--- src/rtl/serial_subtractor.sv ---
// serial_subtractor: bit-serial a - b, LSB first, one full-subtractor step per clock.
// Define SERIAL_SUB_COMPARE_EN to add the eq / lt flags; otherwise they are tied low.
module serial_subtractor #(
  parameter int WIDTH = 5
) (
  input  logic             clk,
  input  logic             reset_n,
  input  logic             start,
  input  logic [WIDTH-1:0] a,
  input  logic [WIDTH-1:0] b,
  output logic             busy,
  output logic             done,
  output logic [WIDTH-1:0] diff,
  output logic             borrow,
  output logic             eq,
  output logic             lt
);
  localparam int CW = (WIDTH > 2) ? $clog2(WIDTH) : 1;
  typedef enum logic [1:0] {IDLE, SHIFT, DONE} state_t;
  state_t           state_q, state_d;
  logic [WIDTH-1:0] a_q, a_d, b_q, b_d, res_q, res_d, diff_q, diff_d;
  logic [CW-1:0]    cnt_q, cnt_d;
  logic             bin_q, bin_d, borrow_q, borrow_d;
  logic             d, bo, accept, shifting, last;
  always_comb begin
    d        = a_q[0] ^ b_q[0] ^ bin_q;
    bo       = (~a_q[0] & b_q[0]) | (~(a_q[0] ^ b_q[0]) & bin_q);
    shifting = state_q == SHIFT;
    accept   = start && !shifting;
    last     = shifting && cnt_q == CW'(WIDTH - 1);
    state_d  = accept ? SHIFT : last ? DONE : shifting ? SHIFT : IDLE;
    a_d      = accept ? a : shifting ? a_q >> 1 : a_q;
    b_d      = accept ? b : shifting ? b_q >> 1 : b_q;
    res_d    = shifting ? {d, res_q[WIDTH-1:1]} : res_q;
    bin_d    = accept ? 1'b0 : shifting ? bo : bin_q;
    cnt_d    = accept ? '0 : shifting ? cnt_q + CW'(1) : cnt_q;
    diff_d   = last ? {d, res_q[WIDTH-1:1]} : diff_q;
    borrow_d = last ? bo : borrow_q;
  end
  always_ff @(posedge clk) begin
    if (!reset_n) begin
      state_q  <= IDLE;
      a_q      <= '0;
      b_q      <= '0;
      res_q    <= '0;
      cnt_q    <= '0;
      bin_q    <= 1'b0;
      diff_q   <= '0;
      borrow_q <= 1'b0;
    end else begin
      state_q  <= state_d;
      a_q      <= a_d;
      b_q      <= b_d;
      res_q    <= res_d;
      cnt_q    <= cnt_d;
      bin_q    <= bin_d;
      diff_q   <= diff_d;
      borrow_q <= borrow_d;
    end
  end
  assign busy   = state_q == SHIFT;
  assign done   = state_q == DONE;
  assign diff   = diff_q;
  assign borrow = borrow_q;
`ifdef SERIAL_SUB_COMPARE_EN
  // Any nonzero difference bit, including the last one, means a != b.
  logic nz_q, nz_d, eq_q, eq_d, lt_q, lt_d;
  always_comb begin
    nz_d = accept ? 1'b0 : shifting ? nz_q | d : nz_q;
    eq_d = last ? ~(nz_q | d) : eq_q;
    lt_d = last ? bo : lt_q;
  end
  always_ff @(posedge clk) begin
    if (!reset_n) begin
      nz_q <= 1'b0;
      eq_q <= 1'b0;
      lt_q <= 1'b0;
    end else begin
      nz_q <= nz_d;
      eq_q <= eq_d;
      lt_q <= lt_d;
    end
  end
  assign eq = eq_q;
  assign lt = lt_q;
`else
  assign eq = 1'b0;
  assign lt = 1'b0;
`endif
endmodule
--- config.mk ---
export PLATFORM = sky130hd
export DESIGN_NAME = serial_subtractor
export DESIGN_NICKNAME = d
export VERILOG_FILES = /design/src/rtl/serial_subtractor.sv
export SDC_FILE = /design/constraint.sdc
export NUM_CORES = 1
export LEC_CHECK = 0
export BUFFER_PORTS_ARGS = -buffer_cell sky130_fd_sc_hd__buf_2
export CAP_MARGIN = 20
export CORE_MARGIN = 2
export CORE_UTILIZATION = 52
export DETAILED_ROUTE_END_ITERATION = 6
export HOLD_SLACK_MARGIN = 0.15
export PLACE_DENSITY = 0.8
export REMOVE_ABC_BUFFERS = 1
export SYNTH_ARGS = -nofsm -noshare
export SYNTH_HDL_FRONTEND = slang
export SYNTH_SLANG_ARGS = --single-unit
export TNS_END_PERCENT = 20
--- constraint.sdc ---
create_clock -name clk -period 1.4 [get_ports clk]
set_clock_uncertainty 0.05 [all_clocks]
set_input_delay 0.28 -clock clk [delete_from_list [all_inputs] [get_ports clk]]
set_output_delay 0.28 -clock clk [all_outputs]
set_load 0.1 [all_outputs]
==> flow_metrics.env <==
export IMPL_status="finished clean"
export IMPL_postRouteAntennaNets=0
export IMPL_worst_setup_path_start_kind="flop"
export IMPL_initial_core_util_pct=55.7
export IMPL_nFillCells=156
export IMPL_fin_crit_sh_pct=97.8
export IMPL_vias=863
export IMPL_yosysMostFrequentCell="dfxtp_1"
export IMPL_yosys_area_top_type_share_pct=47.2
export IMPL_num_nets_final=157
export IMPL_synth_yosys_seq_area_share_pct=47.2
export IMPL_r2r_slack_ps=80
export IMPL_setup_viol=0
export IMPL_utilization_pct=69.8
export IMPL_clk_latency_ps=320
export IMPL_path_class="reg -> out"
export IMPL_min_path_type="in -> reg"
export IMPL_clock_root_buffer="clkbuf_4"
export IMPL_cp_arrival_ps=1040
export IMPL_dieArea_um2=2510
export IMPL_post_dp_cell_area_um2=1290
export IMPL_synth_flop_cell="dfxtp_1"
export IMPL_slew_viol_final=0
export IMPL_cts_tree="done"
export IMPL_ioPinCount=23
export IMPL_cts_buffers=3
export IMPL_drt_iter0_markers=6
export IMPL_synth_edf_count=0
export IMPL_vdd_drop_max_uv=675
export IMPL_postLayoutSetupSlackWorst_ps=31.0
export IMPL_routed_wl_um=2090
export IMPL_synth_area_um2=1100
export IMPL_clk_pin_slew_ps=130
export IMPL_grt_overflow=0
export IMPL_clk_path_buf_depth=2
export IMPL_final_hold_violation_count=0
export IMPL_layout_min_cycle_time_ps=1370
export IMPL_synth_common_cells="dfxtp_1, nor2_1, mux2i_1, nand2_1, a211oi_1"
export IMPL_synth_area_leaders="dfxtp_1, mux2i_1, nor2_1"
export IMPL_yosys_warnings=0
export IMPL_cap_viol_max_count=0
export IMPL_fp_dieH_um=50.1
export IMPL_drcViolationCount=0
export IMPL_required_ps=1070
export IMPL_synthCells=117
export IMPL_dp_slack_ps=-13.6
export IMPL_synthArstFlopShare_pct=0
export IMPL_place_gp_congestion=0.715
export IMPL_synth_avg_cell_area_um2=9.43
export IMPL_area_growth_pct=25.4
export IMPL_wl_per_cell_um=12.5
export IMPL_drt_pass1_iter_count=4
export IMPL_grtUsageTotal_pct=18.6
export IMPL_grt_max_degree=24
export IMPL_whs_ps=195
export IMPL_via_per_inst=5.17
export IMPL_worstPathMaxFanout=3
export IMPL_antenna_found_initial=0
export IMPL_fin_setup_tns_ps=0
export IMPL_antennaDiodeCount=0
export IMPL_design_area_um2=1380
export IMPL_io_buffers=20
export IMPL_clkSinkCount=26
export IMPL_core_area_um2=1980
export IMPL_cts_htree_levels=1
export IMPL_synth_top_cell_by_area="dfxtp_1"
export IMPL_rsz0062_at_grt="true"
export IMPL_grt_pass1_vias=866
export IMPL_leakage_uw=0.000584
export IMPL_synth_cell_types=26
export IMPL_cellPowerDensity_nw_per_um2=1000
export IMPL_critPathCaptureType="output port"
export IMPL_drive_gt1_share_pct=27.1
export IMPL_grt_pass1_wl_um=3540
export IMPL_ys_ff_latch=26
export IMPL_hpwl_um=1520
export IMPL_rows=16
export IMPL_die_x_um=50.1
export IMPL_fmax_mhz=730
cells by family after synthesis:
logic type      share of synthesized area [%]
compound gates                           12.7
fa+ha+maj                                4.08
buf+inv                                  7.71
flops                                    47.2
mux                                      14.1
other cells                             0.340
simple gates                             13.9
final cells by class:
| cell class | instances | area (µm²) | share of cell area [%] |
|---|---|---|---|
| timing repair buffer | 28 | 248 | 17.9 |
| multi-input combinational | 76 | 518 | 37.4 |
| clock buffer | 4 | 36.3 | 2.62 |
| sequential | 26 | 523 | 37.8 |
| tap | 27 | 33.8 | 2.44 |
| inverter | 6 | 25.0 | 1.81 |
routing by layer:
| layer | up-vias | routed length, µm | track usage [%] | part of all wire, % |
|---|---|---|---|---|
| li1 | 439 | - | - | - |
| met1 | 393 | 894 | 21.7 | 43 |
| met2 | 27 | 1080 | 33.1 | 52 |
| met3 | 4 | 76 | 3.03 | 3.6 |
| met4 | 0 | 42 | 7.87 | 2.0 |
| met5 | - | 0 | 0 | 0 |
sequential cells by signal (all words and copies together) (netlist names):
name and cells:
b_q 5, diff 5, state_q 2, a_q 5, res_q 4, cnt_q 3
borrow 1, bin_q 1
stage by stage:
stage	std cells	total power (µW)
finish	167	1390
global route	167	1470
CTS	167	1400
detailed placement	160	1020
global placement	160	1010
floorplan	108	938
where the power goes:
group / switching, µW / internal, µW / leakage [µW]
logic: 130 / 87.7 / 0.000350
registers: 21.8 / 774 / 0.000213
clock network: 216 / 159 / 0.0000210
total: 368 / 1020 / 0.000584
final timing paths:
path,startpoint,endpoint,cells past startpoint
worst max-delay path,state_q[1]$_SDFF_PP0_,busy,3
worst min-delay path,reset_n,cnt_q[0]$_SDFFE_PP0N_,2
worst max register to register,cnt_q[0]$_SDFFE_PP0N_,diff[3]$_SDFFE_PN0P_,5
worst min register to register,res_q[3]$_SDFFE_PN0N_,res_q[3]$_SDFFE_PN0N_,2
critical path, cell delays in order, from the launching register on:
cell,delay [ps]
dfxtp_2,350
nand2b_4,140
inv_4,60
buf_12,160
placed cells by master, fill, tap and decap left out:
cell           synthesis  layout
clkbuf_4               0       3
o211a_1                1       1
mux2_4                 1       1
and2_1                 1       1
buf_2                  5      12
a211oi_2               1       1
nand2_1               11      11
mux2i_1               14      14
o211ai_1               1       1
dlygate4sd3_1          0       2
inv_1                  4       4
ha_1                   2       2
nor2_1                18      18
dfxtp_1               26      24
clkbuf_8               0       1
o21a_1                 2       2
clkinv_1               1       1
fa_1                   1       1
dfxtp_2                0       2
nand2b_4               0       1
or3_1                  1       1
buf_4                  5       9
buf_12                 0       5
nor3_1                 2       2
a21oi_1                6       6
conb_1                 1       2
o21ai_0                1       1
and4b_2                0       1
nor2b_4                0       1
inv_4                  0       1
a211oi_1               8       8
timing repair:
item,4_1_cts,5_1_grt
buffers inserted,1,0
endpoints found under the setup margin,10,6
gates resized for setup,5,5
pin swaps,0,1
hold endpoints to repair,2,0
hold buffers,2,0
Note: power is estimated with default switching activity, not from simulation.
